`config.mk`:
```
export PLATFORM = sky130hd
export DESIGN_NAME = i2c_reg_ctrl
export DESIGN_NICKNAME = d
export VERILOG_FILES = /design/src/rtl/i2c_reg_ctrl.sv
export SDC_FILE = /design/constraint.sdc
export NUM_CORES = 1
export LEC_CHECK = 0
export ABC_AREA = 1
export BUFFER_PORTS_ARGS = -buffer_cell sky130_fd_sc_hd__buf_2
export CORE_ASPECT_RATIO = 1.25
export CORE_MARGIN = 8
export CORE_UTILIZATION = 35
export DETAILED_ROUTE_END_ITERATION = 8
export PLACE_DENSITY = 0.5
export SLEW_MARGIN = 20
export SYNTH_ARGS = -nofsm -noshare
export SYNTH_HDL_FRONTEND = slang
export SYNTH_SLANG_ARGS = --single-unit
```
`constraint.sdc`:
```
create_clock -name clk -period 3 [get_ports clk]
set_input_delay 0.3 -clock clk [delete_from_list [all_inputs] [get_ports clk]]
set_output_delay 0.3 -clock clk [all_outputs]
set_load 0.05 [all_outputs]
```
`src/rtl/i2c_reg_ctrl.sv`:
```
// I2C register-access sequencer: turns one user read/write request into the
// byte-level START/address/data/STOP sequence issued to an I2C byte engine.
module i2c_reg_ctrl #(
   parameter int TIMEOUT_CYC = 1000000
) (
   input  logic       clk,
   input  logic       rst_n,
   input  logic       req,
   output logic       ack,
   input  logic       r_wn,
   input  logic [6:0] dev_addr,
   input  logic [7:0] reg_addr,
   input  logic [7:0] wr_data,
   output logic [7:0] rd_data,
   output logic       nack_err,
   output logic       tmo_err,
   output logic       busy,
   output logic       byte_req,
   output logic       byte_r_wn,
   output logic       byte_start,
   output logic       byte_ack_o,
   output logic       byte_stop,
   output logic [7:0] byte_wr_data,
   input  logic       byte_ack,
   input  logic [7:0] byte_rd_data,
   input  logic       byte_acked
);

   localparam logic [2:0] S_IDLE     = 3'd0;
   localparam logic [2:0] S_LOAD     = 3'd1;
   localparam logic [2:0] S_REQ      = 3'd2;
   localparam logic [2:0] S_WAIT_ACK = 3'd3;
   localparam logic [2:0] S_RELEASE  = 3'd4;
   localparam logic [2:0] S_RECOVER  = 3'd5;
   localparam logic [2:0] S_DONE     = 3'd6;

   localparam int            CW       = (TIMEOUT_CYC > 2) ? $clog2(TIMEOUT_CYC) : 1;
   localparam logic [CW-1:0] CNT_LAST = CW'(TIMEOUT_CYC - 1);

   logic [2:0]    state_reg;
   logic [1:0]    idx_reg;
   logic [CW-1:0] cnt_reg;
   logic          rw_reg;
   logic [6:0]    dev_reg;
   logic [7:0]    ra_reg;
   logic [7:0]    wd_reg;
   logic          acked_reg;
   logic          recov_reg;
   logic          last_byte;

   // Packed as {start, stop, r_wn, ack_o, data}; byte 3 is the read byte, master NACKs it
   function automatic logic [11:0] byte_fields(input logic [1:0] idx, input logic rw,
                                               input logic [6:0] dev, input logic [7:0] ra,
                                               input logic [7:0] wd);
      case (idx)
         2'd0:    return {4'b1000, dev, 1'b0};
         2'd1:    return {4'b0000, ra};
         2'd2:    return rw ? {4'b1000, dev, 1'b1} : {4'b0100, wd};
         default: return {4'b0110, 8'hFF};
      endcase
   endfunction

   assign last_byte = rw_reg ? (idx_reg == 2'd3) : (idx_reg == 2'd2);

   always_ff @(posedge clk or negedge rst_n) begin
      if (!rst_n) begin
         state_reg    <= S_IDLE;
         idx_reg      <= 2'd0;
         cnt_reg      <= '0;
         rw_reg       <= 1'b0;
         dev_reg      <= 7'd0;
         ra_reg       <= 8'd0;
         wd_reg       <= 8'd0;
         acked_reg    <= 1'b0;
         recov_reg    <= 1'b0;
         ack          <= 1'b0;
         busy         <= 1'b0;
         nack_err     <= 1'b0;
         tmo_err      <= 1'b0;
         rd_data      <= 8'd0;
         byte_req     <= 1'b0;
         byte_r_wn    <= 1'b0;
         byte_start   <= 1'b0;
         byte_ack_o   <= 1'b0;
         byte_stop    <= 1'b0;
         byte_wr_data <= 8'd0;
      end else begin
         case (state_reg)
            S_IDLE: begin
               if (req && !ack) begin
                  rw_reg    <= r_wn;
                  dev_reg   <= dev_addr;
                  ra_reg    <= reg_addr;
                  wd_reg    <= wr_data;
                  nack_err  <= 1'b0;
                  tmo_err   <= 1'b0;
                  rd_data   <= 8'd0;
                  idx_reg   <= 2'd0;
                  recov_reg <= 1'b0;
                  busy      <= 1'b1;
                  {byte_start, byte_stop, byte_r_wn, byte_ack_o, byte_wr_data}
                     <= byte_fields(2'd0, r_wn, dev_addr, reg_addr, wr_data);
                  state_reg <= S_LOAD;
               end
            end
            // Byte fields are already settled here, one cycle ahead of byte_req
            S_LOAD, S_RECOVER: begin
               byte_req  <= 1'b1;
               state_reg <= S_REQ;
            end
            S_REQ: begin
               cnt_reg   <= '0;
               state_reg <= S_WAIT_ACK;
            end
            S_WAIT_ACK: begin
               if (byte_ack) begin
                  if (byte_r_wn) rd_data <= byte_rd_data;
                  acked_reg <= byte_acked;
                  byte_req  <= 1'b0;
                  cnt_reg   <= '0;
                  state_reg <= S_RELEASE;
               end else if (cnt_reg == CNT_LAST) begin
                  tmo_err   <= 1'b1;
                  byte_req  <= 1'b0;
                  ack       <= 1'b1;
                  state_reg <= S_DONE;
               end else begin
                  cnt_reg <= cnt_reg + 1'b1;
               end
            end
            S_RELEASE: begin
               if (!byte_ack) begin
                  if (recov_reg) begin
                     ack       <= 1'b1;
                     state_reg <= S_DONE;
                  end else if (!byte_r_wn && acked_reg) begin
                     // Send 0xFF + STOP so the bus is released after a NACK
                     nack_err  <= 1'b1;
                     recov_reg <= 1'b1;
                     {byte_start, byte_stop, byte_r_wn, byte_ack_o, byte_wr_data}
                        <= {4'b0100, 8'hFF};
                     state_reg <= S_RECOVER;
                  end else if (last_byte) begin
                     ack       <= 1'b1;
                     state_reg <= S_DONE;
                  end else begin
                     idx_reg <= idx_reg + 2'd1;
                     {byte_start, byte_stop, byte_r_wn, byte_ack_o, byte_wr_data}
                        <= byte_fields(idx_reg + 2'd1, rw_reg, dev_reg, ra_reg, wd_reg);
                     state_reg <= S_LOAD;
                  end
               end else if (cnt_reg == CNT_LAST) begin
                  tmo_err   <= 1'b1;
                  ack       <= 1'b1;
                  state_reg <= S_DONE;
               end else begin
                  cnt_reg <= cnt_reg + 1'b1;
               end
            end
            S_DONE: begin
               if (!req) begin
                  ack       <= 1'b0;
                  busy      <= 1'b0;
                  state_reg <= S_IDLE;
               end
            end
            default: state_reg <= S_IDLE;
         endcase
      end
   end

endmodule

```
==> run summary, run 1 <==
Final-report max-slew violation count: 0
Crit-path cells: inv_1 > ha_1 > or2_2 > nor2_1 > nand4_1 > o21ai_0 > o21ai_0
Post-synth top cells: 227 x nand2_1, 75 x dfrtp_1, 50 x inv_1
Initial Utilization: 35.95%
Drt first pass iters: 4
Total wire length: 11,200 µm
Reg2Reg Setup Slack: 0.93 ns
Worst EP required: 3.21 ns
DRC viols: 0
Post-CTS Resized: 0
Longest Clk Path Bufs: 2
Die Ht: 138.1 µm
Worst skew pair latency: 0.33 ns
Clk slew on worst S/H paths: 0.06 ns
Synthesis Warnings: 0
Most common cell on crit path: o21ai_0
Grt total ovfl: 0
Setup CP Type: flop to flop
Total GRT Usage: 15.00%
Most used DFF post-synth: dfrtp_1
Pwr dens: 938.4 nW/µm²
Sw Share: 43.79%
Post-synthesis cell count: 572
ANT cells: 0
Root buffer cell: clkbuf_16
Final setup viols: 0
Ports: 62
ANT nets after route: 0
RSZ-0062 raised after global routing: no
Gate power share: 41.2%
Area grow syn2layout: 17.71%
Final worst path period need: 2.075 ns
Largest net degree at the start of global routing: 76
Row count: 44
Buffers added on ports: 60
Max Cap Viol: 0
Syn Area/Cell: 7.302 µm²
Syn nets: 614
Drt via density: 4.752
Leak pwr: 2.523 nW
Critical Path Slowest Stage Cell: nor2_1
Number of flip-flops under the largest register name: 20
CORE AREA: 11,620 µm²
Final hold vios: 10
TritonCTS Buffers: 9
Hold Buf Count CTS: 0
Clock sink count: 75
Total number of vias: 3,778
CP peak stage delay: 0.45 ns
Post-synth EDFFs: 0
Unique masters post-synth: 39
Post-synth ARST share: 100.0%
Worst-Margin Slew: 0.6968 ns
WL/cell: 14.08 µm
Post-CTS setup buffers: 0
Max VDD drop: 0.0004187 V
Final nets: 672
Clock Skew: 0.005770 ns
Sequential power share: 34.3%
Crit. End Element: flop
Register area share after synthesis: 44.94%
P_int: 2.593 mW
Setup ws final: 0.9254 ns
Clock network fraction of total power: 24.5%
Crit start category: flop
Most frequent cell after synthesis: nand2_1
Register bit count reported by yosys: 75
Status: complete, but fails checks
Cell count after placement: 780
CP Max Fanout: 7
DIE AREA: 15,710 µm²
Synth area leaders: dfrtp_1 45%, nand2_1 20%, nand3_1 5.5%, inv_1 4.5%, nor2_1 3.8%
TNS Setup: 0 ns
P_sw: 2.020 mW
Initial antenna violation count: 0
Final Non-Filler Cells: 795
Starting DRT DRC Count: 184
Violated checks: hold timing
Vias in the first global route: 3,884
Mapped Area: 4177 µm²
Max_slew headroom: 53.54%
Die width: 113.7 µm
Dpl ws: 0.9479 ns
CTS tree: built
H-tree levels: 3
Share of the synthesized area in the top cell type: 44.94%
Share of cells above drive strength 1: 16.09%
Synth area leader: dfrtp_1
DP HPWL: 8193 µm
Final Cycle Share: 69.15%
Fmax: 0.4820 GHz
Global-route wire length before repair: 19,100 µm
RePlAce Congestion: 0.8707
Arrival time at the worst endpoint: 2.28 ns
WHS: -0.01122 ns
Hold Crit Class: input pin to asynchronous set/reset pin
==> per-layer routing <==
metal  vias to the layer above  global-route usage (%)  wire [µm]
met3                        19                   3.442        355
met2                        71                   24.76       5594
li1                       1943                       -          -
met5                         -                       0          0
met4                         0                   6.751        265
met1                      1745                   18.07       4981
==> critical path: cells and delay by family (launching register included) <==
kind                       cells  cell delay [ns]
DFF                            1             0.42
adders and majority gates      1             0.24
AOI/OAI and AO/OA              2             0.25
buffers and inverters          1             0.12
and+or+nand+nor                3             0.92
==> cells in the final DEF (no fill, tap or decap), types with 3 or more instances in the layout <==
cell type / instances
a21oi_1: 16
buf_2: 59
clkbuf_16: 9
dfrtp_1: 75
ha_1: 5
inv_1: 50
inv_2: 4
nand2_1: 227
nand2_4: 3
nand3_1: 46
nand3_2: 5
nand4_1: 17
nor2_1: 42
nor3_1: 5
o21ai_0: 26
o21ai_1: 7
o21bai_1: 3
xor2_1: 3
==> path summary, 6_finish.rpt <==
path                            startpoint         endpoint  cells after the start
setup / recovery                idx_reg[0]  byte_wr_data[5]                      7
min in group clk               reg_addr[4]        ra_reg[4]                      3
setup reg to reg                idx_reg[0]  byte_wr_data[5]                      7
hold / removal                       rst_n      cnt_reg[17]                      1
max in group asynchronous            rst_n       cnt_reg[3]                      1
hold reg to reg            byte_wr_data[0]  byte_wr_data[0]                      2
==> power by group through the flow <==
stage	registers [mW]	logic (mW)	clock network, mW
2_1_floorplan	1.92	1.10	0
3_3_place_gp	1.59	1.90	0
3_5_place_dp	1.60	1.91	0
4_1_cts	1.59	1.92	1.16
5_1_grt	1.63	2.12	1.21
6_report	1.58	1.90	1.13
==> cell type report <==
class                   count  area (µm²)
well taps                 161       201.4
flip-flops and latches     75        1877
clock buffers              10       229.0
repair buffers             62       321.6
fillers                  1232        6700
inverters                  56       217.7
clock inverters             5       78.83
multi-input cells         426        1991
==> cell families after synthesis <==
family / share of synthesized area [%]
XOR/XNOR: 0.6292
AO/OA/AOI/OAI: 8.089
buffers and inverters: 7.399
AND/OR/NAND/NOR: 37.36
adder cells (fa/ha/maj): 1.498
flip-flops: 44.94
other: 0.08979
==> stage by stage <==
stage / total power [mW] / cell area [µm²] / util (%) / hold slack [ns]
after floorplan: 3.020 / 4177 / - / 0.004409
after global placement: 3.497 / 4604 / 39.64 / 0.4582
after detailed placement: 3.515 / 4604 / 39.64 / 0.4587
after CTS: 4.676 / 4912 / 42.29 / 0.1421
after global routing: 4.955 / 4916 / 42.32 / 0.04607
final: 4.613 / 4916 / 42.32 / -0.01122
Power figures use the tool's default switching activity.
==> run 2, diff against run 1 <==
Settings changed: ABC_AREA 1 to 0, PLACE_DENSITY 0.5 to 0.51.
Clock period 3 ns to 2.1 ns, I/O delays scaled along.
==> run summary, run 2 <==
Most Crowded Layer GR: met2
Fmax: 0.5064 GHz (+5.1%)
Total GRT Usage: 14.19% (-0.81 points)
Worst EP required: 2.29 ns (-0.92 ns)
Share of the synthesized area in the top cell type: 49.72% (+4.8 points)
Hold path depth: 3
Final worst path period need: 1.975 ns (-0.1000 ns)
Most frequent cells in the layout: 121 x nand2_1, 75 x dfrtp_1, 59 x buf_2
Syn Area/Cell: 8.988 µm² (+23%)
CTS tree: built
Crit. End Element: flop
Synth area leader: dfrtp_1
Buffers added on ports: 60 (unchanged)
Worst skew pair latency: 0.34 ns (about the same)
DIE AREA: 14,390 µm² (-8.4%)
WL/cell: 15.73 µm (+12%)
Worst-Margin Slew: 0.7356 ns (+0.03874 ns)
Final setup viols: 0 (unchanged)
Final hold vios: 0 (-10)
Grt total ovfl: 0 (unchanged)
Leak pwr: 2.144 nW (-15%)
ANT cells: 0 (unchanged)
Cell family with most CP delay: flip-flops
Longest Clk Path Bufs: 2 (unchanged)
WHS: 0.06011 ns (+0.07133 ns)
DP HPWL: 6902 µm (-16%)
Synth area leaders: dfrtp_1 50%, nand2_1 12%, o21ai_0 5.4%, a21oi_1 2.5%, nor2_1 2.3%
Hold path start: reg_addr[4]
Register bit count reported by yosys: 75 (unchanged)
Final-report max-slew violation count: 0 (unchanged)
Area grow syn2layout: 20.38%
Hold Crit Class: input pin to flop
Global-route wire length before repair: 16,260 µm (-15%)
Post-layout util: 43.02% (+0.70 points)
DRC viols: 0 (unchanged)
Max_slew headroom: 50.78% (-2.8 points)
Arrival time at the worst endpoint: 2.16 ns (-0.12 ns)
RePlAce Congestion: 0.7782 (-11%)
Worst reg2reg startpoint: state_reg[2]
Share of cells above drive strength 1: 20.58% (+4.5 points)
Register area share after synthesis: 49.72% (+4.8 points)
Initial Utilization: 35.74% (-0.22 points)
ANT nets after route: 0 (unchanged)
Drt first pass iters: 6 (+2)
Largest net degree at the start of global routing: 41 (-46%)
Total wire length: 9721 µm (-13%)
Status: completed
GR Util met3: 4.452% (+1.0 points)
Total number of vias: 3,204 (-15%)
TritonCTS Buffers: 9 (unchanged)
Max VDD drop: 0.0009659 V (+130%)
Met2 Use GR: 21.22% (-3.5 points)
Clk slew on worst S/H paths: 0.06 ns (about the same)
Most frequent cell after synthesis: nand2_1
RSZ-0062 raised after global routing: yes
Hold path endpoint: ra_reg[4]
CP Buf/Inv Count: 0 (-1)
R2R depth: 5 (-2)
Post-CTS setup buffers: 0 (unchanged)
Met1 Usage GRT: 18.65% (+0.58 points)
Most common cell after layout, fill and taps aside: nand2_1
Clock Skew: 0.005313 ns (-0.0004564 ns)
Final nets: 524 (-22%)
Crit start category: flop
Post-synth ARST share: 100.0% (unchanged)
Clock sink count: 75 (unchanged)
CORE AREA: 10,560 µm² (-9.1%)
Mapped Area: 3775 µm² (-9.6%)
Die width: 108.9 µm (-4.2%)
Syn nets: 462 (-25%)
# fillers: 1,051 (-15%)
H-tree levels: 3 (unchanged)
Number of flip-flops under the largest register name: 20 (unchanged)
Row count: 42 (-4.5%)
Root buffer cell: clkbuf_16
Pwr dens: 1402 nW/µm² (+49%)
Synthesis Warnings: 0 (unchanged)
CP Max Fanout: 15 (+8)
FF-to-FF End: cnt_reg[15]
Reg2Reg Setup Slack: 0.13 ns (-0.80 ns)
Drt via density: 5.184 (+9.1%)
Die Ht: 132.1 µm (-4.4%)
Critical Path Slowest Stage Cell: dfrtp_1
Crit-path cells: nand4bb_1 > a211oi_2 > nand4_1 > xor2_1 > nor2_1
Post-synth top cells: 121 x nand2_1, 75 x dfrtp_1, 41 x o21ai_0
Vias in the first global route: 3,266 (-16%)
Starting DRT DRC Count: 192 (+4.3%)
CP peak stage delay: 0.60 ns (+0.15 ns)
Post-synth EDFFs: 0 (unchanged)
Post-synthesis cell count: 420 (-27%)
Worst Setup SP: state_reg[2]
Max Cap Viol: 0 (unchanged)
Final Cycle Share: 94.03% (+25 points)
Unique masters post-synth: 55 (+41%)
Setup CP Type: flop to flop
Most used DFF post-synth: dfrtp_1
Ports: 62 (unchanged)
Initial antenna violation count: 0 (unchanged)
run 2: cell types whose count changed after synthesis, moves of 4 or more:
cell | previous run | this run
nand4_1 | 17 | 9
nand3_1 | 46 | 7
nor2_1 | 42 | 23
nand2b_1 | 1 | 7
a222oi_1 | 0 | 7
o2bb2ai_1 | 0 | 7
inv_1 | 50 | 7
o21ai_1 | 7 | 2
nand2_1 | 227 | 121
inv_2 | 4 | 0
o21ai_0 | 26 | 41
nor2b_1 | 0 | 6
nand3_2 | 5 | 0
o31ai_1 | 1 | 6
run 2: worst register-to-register path, cell delays in order (launching register included):
cell       delay, ns
dfrtp_1         0.60
nand4bb_1       0.31
a211oi_2        0.54
nand4_1         0.17
xor2_1          0.16
nor2_1          0.05
run 2: repair_timing:
item                                    CTS  global route
resized for setup                         0             3
endpoints found under the hold margin    39             0
hold buffers                              1             0
endpoints found under the setup margin    0            14
run 2: cell families (layout without fill, tap and decap cells):
family	count (synthesis)	after routing	share of synthesized area [%]
buf+inv	27	93	3.414
other cells	1	1	0.09934
mux	2	2	0.5635
flops	75	75	49.72
simple gates	199	199	24.89
xor+xnor	6	6	1.392
compound gates	105	105	18.26
fa+ha+maj	5	5	1.657
run 2: stage by stage:
stage	cells	area (µm²)	setup WS [ns]	TNS [ns]	power, mW
2_1_floorplan	420	3775	0.3526	0	4.209
3_3_place_gp	602	4240	0.1037	0	4.896
3_5_place_dp	602	4240	0.09171	0	4.934
4_1_cts	618	4534	0.09838	0	6.444
5_1_grt	618	4544	-0.03143	-0.03345	6.823
6_report	618	4544	0.1254	0	6.370
run 2: report_power, final:
part / leakage [nW] / switching [mW] / internal (mW) / total, mW
combinational: 1.03 / 1.80 / 0.799 / 2.60
clock: 0.134 / 0.581 / 0.908 / 1.49
sequential: 0.979 / 0.369 / 1.92 / 2.28
run 2: layout make-up:
type	instances	area, µm²	share of cell area [%]
Tap cell	132	165.2	3.634
Sequential cell	75	1877	41.30
Clock inverter	5	55.05	1.211
Multi-Input combinational cell	318	1779	39.15
Timing Repair Buffer	71	412.9	9.086
Inverter	7	26.28	0.5782
Clock buffer	10	229.0	5.039
run 2: metal layers:
metal / vias to the layer above / wire length (µm)
met5: - / 0
met4: 0 / 99
met3: 7 / 544
met2: 75 / 4520
met1: 1519 / 4556
li1: 1603 / -
run 2: how the worst max path moves through the flow:
stage	endpoint	slack, ns	cells after the start
final	cnt_reg[15]	0.13	5
after detailed placement	byte_wr_data[5]	0.09	4
after CTS	byte_wr_data[6]	0.1	4
after global routing	cnt_reg[15]	-0.03	5
after floorplan	byte_start	0.35	5
after global placement	byte_start	0.10	4
==> run 3, diff against run 2 <==
Settings changed: CORE_MARGIN 8 to 2.
==> run summary, run 3 (synthesis gave the netlist of run 2 again) <==
Vias in the first global route: 3,184 (-2.5%)
Post-CTS setup buffers: 0 (unchanged)
Worst EP required: 2.30 ns (about the same)
DIE AREA: 11,640 µm² (-19%)
Longest Clk Path Bufs: 2 (unchanged)
Clock Skew: 0.004814 ns (-0.0004987 ns)
Final worst path period need: 1.918 ns (-0.05622 ns)
CTS tree: built
Hold path depth: 3 (unchanged)
Worst reg2reg startpoint: state_reg[1]
Max VDD drop: 0.0006941 V (-28%)
Pwr dens: 1418 nW/µm² (+1.2%)
Ports: 62 (unchanged)
Crit. End Element: flop
Row count: 42 (unchanged)
Hold path endpoint: wd_reg[3]
Critical Path Slowest Stage Cell: dfrtp_1
Grt total ovfl: 0 (unchanged)
Die Ht: 120.1 µm (-9.1%)
TritonCTS Buffers: 9 (unchanged)
Crit-path cells: nor4bb_2 > a21oi_1 > nand2_1 > o311ai_1 > o31ai_1
GR Util met3: 2.796% (-1.7 points)
Crit start category: flop
Final Cycle Share: 91.35% (-2.7 points)
Max_slew headroom: 52.54% (+1.8 points)
CP Max Fanout: 14 (-1)
R2R depth: 5 (unchanged)
Most Crowded Layer GR: met2
Final hold vios: 0 (unchanged)
CP peak stage delay: 0.51 ns (-0.09 ns)
WHS: 0.06955 ns (+0.009434 ns)
Status: completed
Buffers added on ports: 60 (unchanged)
Root buffer cell: clkbuf_16
Worst skew pair latency: 0.33 ns (about the same)
Area grow syn2layout: 21.45%
Most common cell after layout, fill and taps aside: nand2_1
Clk slew on worst S/H paths: 0.06 ns (about the same)
DRC viols: 0 (unchanged)
Number of flip-flops under the largest register name: 20 (unchanged)
Met2 Use GR: 26.69% (+5.5 points)
Setup CP Type: flop to flop
Starting DRT DRC Count: 140 (-27%)
Final nets: 527 (+0.57%)
RSZ-0062 raised after global routing: no
Drt via density: 5.133 (-0.98%)
Die width: 96.89 µm (-11%)
Initial antenna violation count: 0 (unchanged)
Total GRT Usage: 16.83% (+2.6 points)
Global-route wire length before repair: 15,730 µm (-3.3%)
Final-report max-slew violation count: 0 (unchanged)
DP HPWL: 6637 µm (-3.8%)
CORE AREA: 10,560 µm² (unchanged)
Final setup viols: 0 (unchanged)
TNS Setup: 0 ns (unchanged)
Largest net degree at the start of global routing: 41 (unchanged)
Worst-Margin Slew: 0.7093 ns (-0.02623 ns)
Initial Utilization: 35.74% (unchanged)
FF-to-FF End: cnt_reg[18]
Most frequent cells in the layout: 121 x nand2_1, 74 x dfrtp_1, 59 x buf_2
CP Buf/Inv Count: 0 (unchanged)
WL/cell: 14.91 µm (-5.2%)
Total number of vias: 3,193 (-0.34%)
Drt first pass iters: 4 (-2)
H-tree levels: 3 (unchanged)
Max Cap Viol: 0 (unchanged)
Reg2Reg Setup Slack: 0.18 ns (+0.06 ns)
Hold Crit Class: input pin to flop
ANT nets after route: 0 (unchanged)
Arrival time at the worst endpoint: 2.12 ns (-0.04 ns)
Clock sink count: 75 (unchanged)
Hold path start: wr_data[3]
Met1 Usage GRT: 22.84% (+4.2 points)
RePlAce Congestion: 0.8439 (+8.4%)
Fmax: 0.5213 GHz (+2.9%)
Leak pwr: 2.156 nW (+0.56%)
Cell family with most CP delay: compound AO/OA/AOI/OAI gates
Share of cells above drive strength 1: 21.63% (+1.1 points)
Worst Setup SP: state_reg[1]
ANT cells: 0 (unchanged)
Total wire length: 9271 µm (-4.6%)
==> run 3: how the worst max path moves through the flow <==
stage / to / slack, ns / cells after the start
floorplan: byte_start / 0.35 / 5
global placement: byte_start / 0.17 / 4
detailed placement: byte_wr_data[4] / 0.12 / 4
CTS: byte_wr_data[6] / 0.13 / 4
global route: cnt_reg[9] / 0.005 / 5
finish: cnt_reg[18] / 0.18 / 5
==> run 3: area by class of cell <==
type | instances | area, µm²
clock buffer | 12 | 266.5
clock inverter | 4 | 47.55
fill | 1042 | 5978
inverter | 7 | 26.28
multi-input combinational | 318 | 1790
sequential | 75 | 1878
tap | 132 | 165.2
timing repair buffer | 74 | 410.4
==> run 3: worst min-delay path: cells and delay by family <==
kind	cells	cell delay [ns]
simple gates	2	0.08
buf+inv	1	0.07
==> run 3: report_power, final <==
group	switching (mW)	leakage (nW)	internal, mW
logic	1.81	1.02	0.802
clock network	0.590	0.155	1.01
registers	0.374	0.978	1.92
==> run 3: metal layers <==
layer / vias up / wire length, µm
li1: 1606 / -
met1: 1517 / 4426
met2: 66 / 4447
met3: 4 / 315
met4: 0 / 81
met5: - / 0
==> run 3: metrics by stage <==
stage | cells | util (%) | power, mW | area [µm²] | setup slack (ns)
after floorplan | 420 | - | 4.209 | 3775 | 0.3526
after detailed placement | 605 | 40.12 | 4.918 | 4238 | 0.1210
after CTS | 622 | 43.19 | 6.544 | 4562 | 0.1254
after global routing | 622 | 43.40 | 6.947 | 4584 | 0.004968
after global placement | 605 | 40.12 | 4.888 | 4238 | 0.1672
final | 622 | 43.40 | 6.502 | 4584 | 0.1817
==> run 3: timing repair <==
| action | in CTS | in global routing |
|---|---|---|
| hold buffers | 1 | 0 |
| setup endpoints to repair | 0 | 25 |
| hold endpoints to repair | 38 | 0 |
| resized for setup | 0 | 5 |
